### src/rtl/fc_pkg.sv
`default_nettype none
// ============================================================================
//  Module      : fc_pkg
//  Description : Shared constants and state type for the FC score collector
//                and its score buffer.
//  Revision    : 1.0 - initial release
// ============================================================================
package fc_pkg;

    localparam int N_CLASSES = 10;
    localparam int DATA_W    = 16;
    localparam int IDX_W     = 4;

    // Collector control states
    typedef enum logic [1:0] {
        ST_COLLECT = 2'd0,
        ST_CLEAR   = 2'd1,
        ST_COMPARE = 2'd2,
        ST_REPORT  = 2'd3
    } state_t;

endpackage
`default_nettype wire

### src/rtl/score_buffer.sv
`default_nettype none
// ============================================================================
//  Module      : score_buffer
//  Description : N_CLASSES x DATA_W register file. One write port addressed
//                by class index, all entries exposed as one flattened vector
//                (entry k at bits [k*DATA_W +: DATA_W]). Async active-low clear.
//  Revision    : 1.0 - initial release
// ============================================================================
module score_buffer #(
    parameter int N_CLASSES = 10,
    parameter int DATA_W    = 16,
    parameter int IDX_W     = 4
) (
    input  logic                          clk,
    input  logic                          rst_n,
    input  logic                          i_wr_en,
    input  logic [IDX_W-1:0]              i_wr_idx,
    input  logic [DATA_W-1:0]             i_wr_data,
    output logic [N_CLASSES*DATA_W-1:0]   o_cmp_arr
);

    for (genvar k = 0; k < N_CLASSES; k++) begin : g_entry
        logic [DATA_W-1:0] r_entry;

        // Entry k captures the write data when addressed
        always_ff @(posedge clk or negedge rst_n) begin
            if (!rst_n) begin
                r_entry <= '0;
            end else if (i_wr_en && (i_wr_idx == IDX_W'(k))) begin
                r_entry <= i_wr_data;
            end
        end

        assign o_cmp_arr[k*DATA_W +: DATA_W] = r_entry;
    end

endmodule
`default_nettype wire

### src/rtl/fc_score_collector.sv
`default_nettype none
// ============================================================================
//  Module      : fc_score_collector
//  Description : Collects one vector of class scores from a serial
//                valid/ready stream, hands it to the argmax comparator as a
//                parallel array, runs the comparator clear/enable/done
//                handshake and pulses the winning class index downstream.
//                Optional feature macro: FC_COLLECT_TIMEOUT_EN (bounds the
//                wait for cmp_done to TIMEOUT cycles and flags a timeout).
//  Revision    : 1.0 - initial release
// ============================================================================
module fc_score_collector #(
    parameter int N_CLASSES = fc_pkg::N_CLASSES,
    parameter int DATA_W    = fc_pkg::DATA_W,
    parameter int IDX_W     = fc_pkg::IDX_W,
    parameter int TIMEOUT   = 64
) (
    input  logic                          clk,
    input  logic                          reset,
    input  logic                          in_valid,
    input  logic [DATA_W-1:0]             in_data,
    output logic                          in_ready,
    output logic [N_CLASSES*DATA_W-1:0]   cmp_arr,
    output logic                          cmp_reset,
    output logic                          cmp_enable,
    input  logic                          cmp_done,
    input  logic [IDX_W-1:0]              cmp_result,
    output logic                          class_valid,
    output logic [IDX_W-1:0]              class_idx,
    output logic                          timeout_err
);

    import fc_pkg::*;

    state_t            r_state;
    state_t            w_next;
    logic [IDX_W-1:0]  r_cnt;
    logic [IDX_W-1:0]  r_class_idx;
    logic              w_accept;
    logic              w_last;
    logic              w_expire;

    assign w_accept    = in_valid && in_ready;
    assign w_last      = (r_cnt == IDX_W'(N_CLASSES - 1));
    assign class_idx   = r_class_idx;

`ifdef FC_COLLECT_TIMEOUT_EN
    localparam int TW = $clog2(TIMEOUT + 1);

    logic [TW-1:0] r_tmo;
    logic          r_timeout_err;

    // Cycles spent in COMPARE without a done; cleared everywhere else
    always_ff @(posedge clk or negedge reset) begin
        if (!reset) begin
            r_tmo <= '0;
        end else if (r_state == ST_COMPARE && !cmp_done) begin
            r_tmo <= r_tmo + 1'b1;
        end else begin
            r_tmo <= '0;
        end
    end

    // A done on the expiry edge wins over the timeout
    assign w_expire = (r_state == ST_COMPARE) && !cmp_done &&
                      (r_tmo == TW'(TIMEOUT - 1));

    // Sticky timeout flag, cleared only by reset
    always_ff @(posedge clk or negedge reset) begin
        if (!reset) begin
            r_timeout_err <= 1'b0;
        end else if (w_expire) begin
            r_timeout_err <= 1'b1;
        end
    end

    assign timeout_err = r_timeout_err;
`else
    logic w_unused_tmo;

    assign w_unused_tmo = (TIMEOUT > 0);
    assign w_expire     = 1'b0;
    assign timeout_err  = 1'b0;
`endif

    // State register
    always_ff @(posedge clk or negedge reset) begin
        if (!reset) begin
            r_state <= ST_COLLECT;
        end else begin
            r_state <= w_next;
        end
    end

    // Next-state and Moore handshake outputs; in_ready is held low in reset
    always_comb begin
        w_next      = r_state;
        in_ready    = 1'b0;
        cmp_reset   = 1'b0;
        cmp_enable  = 1'b0;
        class_valid = 1'b0;
        case (r_state)
            ST_COLLECT: begin
                in_ready = reset;
                if (w_accept && w_last) begin
                    w_next = ST_CLEAR;
                end
            end
            ST_CLEAR: begin
                cmp_reset = 1'b1;
                w_next    = ST_COMPARE;
            end
            ST_COMPARE: begin
                cmp_enable = 1'b1;
                if (cmp_done || w_expire) begin
                    w_next = ST_REPORT;
                end
            end
            ST_REPORT: begin
                class_valid = 1'b1;
                w_next      = ST_COLLECT;
            end
            default: begin
                w_next = ST_COLLECT;
            end
        endcase
    end

    // Beat counter: advances per accepted beat, rewinds after each report
    always_ff @(posedge clk or negedge reset) begin
        if (!reset) begin
            r_cnt <= '0;
        end else if (r_state == ST_REPORT) begin
            r_cnt <= '0;
        end else if (w_accept) begin
            r_cnt <= r_cnt + 1'b1;
        end
    end

    // Result capture: comparator index on done, all-ones on timeout
    always_ff @(posedge clk or negedge reset) begin
        if (!reset) begin
            r_class_idx <= '0;
        end else if (r_state == ST_COMPARE && cmp_done) begin
            r_class_idx <= cmp_result;
        end else if (w_expire) begin
            r_class_idx <= '1;
        end
    end

    score_buffer #(
        .N_CLASSES (N_CLASSES),
        .DATA_W    (DATA_W),
        .IDX_W     (IDX_W)
    ) u_buf (
        .clk       (clk),
        .rst_n     (reset),
        .i_wr_en   (w_accept),
        .i_wr_idx  (r_cnt),
        .i_wr_data (in_data),
        .o_cmp_arr (cmp_arr)
    );

endmodule
`default_nettype wire
### config.mk
export PLATFORM = sky130hd
export DESIGN_NAME = fc_score_collector
export DESIGN_NICKNAME = d
export VERILOG_FILES = /design/src/rtl/fc_pkg.sv /design/src/rtl/score_buffer.sv /design/src/rtl/fc_score_collector.sv
export SDC_FILE = /design/constraint.sdc
export NUM_CORES = 1
export LEC_CHECK = 0
export CORE_MARGIN = 10
export CORE_UTILIZATION = 48
export DETAILED_ROUTE_END_ITERATION = 16
export PLACE_DENSITY = 0.81
export SKIP_LAST_GASP = 1
export SLEW_MARGIN = 25
export SYNTH_ARGS = -nofsm -noshare
export SYNTH_HDL_FRONTEND = slang
export SYNTH_HIERARCHICAL = 1
export SYNTH_SLANG_ARGS = --single-unit
### constraint.sdc
create_clock -name clk -period 2.57 [get_ports clk]
set_clock_uncertainty 0.05 [all_clocks]
set_input_delay 0.771 -clock clk [delete_from_list [all_inputs] [get_ports clk]]
set_output_delay 0.771 -clock clk [all_outputs]
set_load 0.01 [all_outputs]
# Word level (Yosys, flattened, before mapping)
# Cells that the tools add are included.
[word_totals]
out_inout_bits = 169
wordCells = 53
inputBits = 24
regBits = 170
[op_classes]
eq_ne = 14
muxes = 9
n_reduce_logical = 16
n_addsub = 1
[op_table]
columns = ["op", "n"]
rows = [
  ["4-bit by 3-bit equality test with 1-bit output (second input constant)", 4],
  ["1-bit logical AND", 12],
  ["4-bit by 2-bit equality test with 1-bit output (second input constant)", 2],
  ["4-bit equality test (second input constant)", 2],
  ["4-bit 2-to-1 mux", 2],
  ["2-bit case mux with 4 select lines", 1],
  ["4-bit by 1-bit adder with 4-bit output (second input constant)", 1],
  ["2-bit equality test (second input constant)", 2],
  ["4-bit by 1-bit equality test with 1-bit output (second input constant)", 1],
  ["4-bit zero test", 1],
  ["1-bit 2-to-1 mux", 4],
  ["2-bit 2-to-1 mux", 2],
  ["2-bit != test (second input constant)", 2],
  ["2-bit by 1-bit equality test with 1-bit output (second input constant)", 1],
  ["2-bit zero test", 1],
  ["2-bit AND reduction", 1],
  ["2-bit nonzero test", 1],
]

# Logic depth before layout (Yosys ltp)
[logic_depth]
depth_word = 6
ltp_mapped = 9

# Hierarchy
# The synthesis kept the hierarchy.
[by_module_without_submodules]
columns = ["mod", "cells_per_inst", "area_per_inst_um2", "n_inst"]
rows = [
  ["score_buffer", 366, 6129.6, 1],
  ["fc_score_collector", 55, 583.1, 1],
]

# Worst setup path after synthesis
# Ideal clock, no wire load.
[synth_timing]
path_kind = "input port to flip-flop"
start = "in in_valid"
end = "reg u_buf.g_entry[3].r_entry[10]"
t_required_ps = 2395
path_slack_ps = 291
t_arrival_ps = 2104
cell_stages = 7
path_buffers = 2
cell_sequence = "nand3_2 inv_1 nor3b_2 and3_1 buf_2 buf_4 mux2_2"
[synth_between]
elab_chain_len = 2
[synth_lines]
columns = ["element", "line_no", "source"]
rows = [
  ["start, declared", "fc_score_collector.sv:20", "input logic in_valid,"],
  ["1-bit logical AND", "fc_score_collector.sv:43", "assign w_accept = in_valid && in_ready;"],
  ["via w_accept", "fc_score_collector.sv:39", "logic w_accept;"],
  ["1-bit logical AND", "score_buffer.sv:29", "end else if (i_wr_en && (i_wr_idx == IDX_W'(k))) begin"],
  ["end signal, assigned", "score_buffer.sv:30", "r_entry <= i_wr_data;"],
  ["end, declared", "score_buffer.sv:23", "logic [DATA_W-1:0] r_entry;"],
]
# The timed path passes the listed nets, and every way through them passes these cells.
# A chain may end at the register's enable or synchronous reset.

# Final worst setup path
[layout_timing]
start = "reg r_state[0]"
end = "out class_valid"
[layout_between]
elab_chain_len = 2
[layout_lines]
columns = ["element", "line_no", "source"]
rows = [
  ["start, declared", "fc_score_collector.sv:35", "state_t r_state;"],
  ["start signal, assigned", "fc_score_collector.sv:91", "r_state <= w_next;"],
  ["2-bit equality test", "fc_score_collector.sv:102", "case (r_state)"],
  ["1-bit 2-to-1 mux", "fc_score_collector.sv:102", ""],
  ["end, declared", "fc_score_collector.sv:28", "output logic class_valid,"],
]
# Every way passes these cells.

==> impl_results.md <==
* Avg Inst Size Synth at 15.9 um2
* CP max stage delay at 0.56 ns
* Final #Nets at 656
* Fin crit period at ~2.5 ns
* Avg WL per Cell at roughly 22 um
* Setup crit start kind: flop
* Detailed placement HPWL at 12800 um
* Initial Utilization at between 40% and 50%
* Post-Place Cells at about 800
* WP data required at ~1.8 ns
* Cts hold-fix bufs at 0
* Iter 0 DRT Violations at 206
* Most frequent cells in the layout: clkdlybuf4s50_1, dfrtp_1, mux2_2, buf_4, clkbuf_16
* Simple-Gate Fraction of Synth Area at under 10%
* Power share of the clock group at 32.6%
* Reg power frac at 41.7%
* Cell variety after synth at 36
* I/O Pins at 193
* Setup violators final at 0
* Post-synth top area share at 63.4%
* Initial antenna violation count at 0
* Slew @ Worst Pin at ~0.87 ns
* Cell count after synthesis at 421
* Internal power at 6.11 mW
* Kind of cell adding the most delay to the critical path: buffers and inverters
* Global-route wire length before repair at roughly 28000 um
* Clk Latency, worst-skew pair at 0.42 ns
* Compound-Gate Fraction of Synth Area at 0.783%
* Synth Cell Area at 6710 um2
* Syn_nets at 452
* CTS tree: yes
* Pins Over Slew Limit at 0
* HP Class: primary input to async pin
* Final hold vios at 0
* Commonest non-fill, non-tap cell in the layout: clkdlybuf4s50_1
* WHS at 0.275 ns
* Max Freq at 399 MHz
* Root Driver: clkbuf_16
* Final std cells w/o fill at 818
* Post-synth top area cell: dfrtp_1
* Worst reg2reg path depth at 8
* Pwr dens at around 860 nW/um2
* Ant diodes at 0
* Largest family of logic cells by synthesized area: multiplexers
* Register area at approximately 4300 um2
* Die width at 138 um
* CTS max path bufs at 2
* P_leak at roughly 4.6 nW
* Htree depth at 4
* DR DRC count at 0
* Critical path data arrival time at 1.69 ns
* Mux cell area share after synthesis at 28.1%
* Die H at 138 um
* Status: complete, no violations
* XOR/XNOR share of the synthesized area at less than 1%
* Power consumption at 8.26 mW
* Pre-antenna DRT Iters at 4
* Remaining global-route overflow at 0
* Number of synthesis warnings at 6
* Top cells by area, synth: dfrtp_1, mux2_2, mux2_4
* Adder-cell share of the synthesized area at 1.30%
* Inserted Clock Buffers at 17
* Fraction of the cycle the final worst path needs at 97.5%
* Gate power share at 25.7%
* Worst Path Class, Setup: flop to primary output
* CP max FO at 5
* Max cap viols at 0
* Yosys reg bits at 170
* Drt total wl at 17700 um
* Buf/Inv on CP at 1
* Via/cell ratio at 5.14
* Share of cells above drive strength 1 at a little under two fifths
* RSZ-0062 raised after global routing: no
* Clk slew on worst S/H paths at around 0.06 ns
* Via count at 4204
* Area growth syn-to-layout at 43.4%
* Worst reg-to-reg setup slack at 0.28 ns
* Largest net degree at the start of global routing at 165
* Clock tree sinks at 170
* Final ANT Viol Nets at 0
* Final Util at 69.9%
* Critical path's slowest cell: clkdlybuf4s50_1
* # port buffers at 191
* Critical Path Sink Type: primary output
* Reg2reg start: r_state[0]$_DFFE_PN0P_
* Slew headroom at 41.8%
* Total GRT Usage at 18.3%
* Die area at 19100 um2
* FF-to-FF End: u_buf/g_entry[8].r_entry[14]$_DFFE_PN0P_
* Vias in the first global route at 4530
* Filler cell count at between 900 and 1000
* Sw Pwr at about 2.2 mW
* Row count at 43
* Register area share after synthesis at 63.4%
* Core area at 13800 um2
* Sw Share at 26.1%
* VDD IR max at a little over 500 uV
* Placer Congestion at 0.818
* Multi-input combinational cell area at roughly 2300 um2
* Crit path cell chain: ha_2 > clkdlybuf4s50_1
==> area by class of cell <==
type / count / share of cell area [%]
inverters: 5 / 0.195
well taps: 180 / 2.34
repair buffers: 216 / 22.7
flip-flops and latches: 170 / 44.2
clock buffers: 20 / 4.85
multi-input cells: 215 / 24.0
clock inverters: 12 / 1.75
==> power by group through the flow <==
stage          Sequential (mW)  Combinational [mW]  Clock, mW
6_report                  3.45                2.12       2.69
3_5_place_dp              3.49                2.11          0
4_1_cts                   3.44                2.15       2.75
5_1_grt                   3.51                2.27       2.86
2_1_floorplan             3.63               0.663          0
3_3_place_gp              3.45                2.04          0
==> flip-flops by register name, summed over array words and instances (netlist names) <==
signal                 flops
r_state                    2
u_buf/g_entry.r_entry    160
r_cnt                      4
class_idx                  4
==> metal layers <==
layer	up-vias	part of all wire, %	global-route usage, %
met4	0	1.1	5.16
li1	1882	-	-
met1	2164	42	21.6
met3	15	6.9	6.54
met5	-	0	0
met2	143	51	30.7
==> synthesized netlist by cell type <==
master	n
nand3b_2	1
and3b_1	1
dfrtp_1	170
nand2_1	6
or2_2	1
conb_1	1
mux2_2	153
nor4_1	1
o21ai_0	2
nor3_1	1
nand3_2	1
o32ai_1	1
nor2_2	2
nor3_2	1
nand3b_4	1
nor3b_2	2
nand2b_1	3
nor2_1	3
nand3b_1	1
a32o_1	1
and3_1	1
inv_1	5
a21oi_1	3
a311oi_1	1
or4_1	1
and2_2	1
or3_1	2
xor2_1	2
buf_1	16
buf_2	8
buf_6	3
nand3_1	1
buf_4	4
ha_1	7
nand4_1	2
mux2_4	11
==> through the flow <==
stage / setup WS (ns) / cell area [um2] / TNS [ns]
floorplan: 0.291 / 6710 / 0
global placement: -0.188 / 8970 / -14.23
detailed placement: -0.250 / 8970 / -24.37
CTS: 0.0218 / 9620 / 0
global route: 0.0144 / 9630 / 0
finish: 0.0632 / 9630 / 0
==> worst max-delay path by stage <==
stage,startpoint,endpoint,slack [ns],depth (start not counted)
floorplan,in_valid,u_buf/g_entry[3].r_entry[10]$_DFFE_PN0P_,0.29,7
global placement,in_valid,u_buf/g_entry[8].r_entry[7]$_DFFE_PN0P_,-0.19,7
detailed placement,in_valid,u_buf/g_entry[8].r_entry[6]$_DFFE_PN0P_,-0.25,7
CTS,r_state[0]$_DFFE_PN0P_,class_valid,0.02,2
global route,r_state[1]$_DFFE_PN0P_,class_valid,0.01,2
finish,r_state[0]$_DFFE_PN0P_,class_valid,0.06,2
==> logic make-up (layout without fill, tap and decap cells) <==
logic type	after synthesis	after routing
buffers and inverters	36	253
adders and majority gates	7	7
other	1	1
xor gates and xnor gates	2	2
DFF	170	170
AOI/OAI and AO/OA	8	8
and+or+nand+nor	33	33
muxes	164	164
==> what timing repair did <==
item                                   in CTS  in global routing
resized for setup                           7                  2
setup endpoints to repair                   2                  2
pin swaps                                   0                  0
buffers inserted                            1                  0
endpoints found under the hold margin       0                  0
Note: power is estimated with default switching activity, not from simulation.
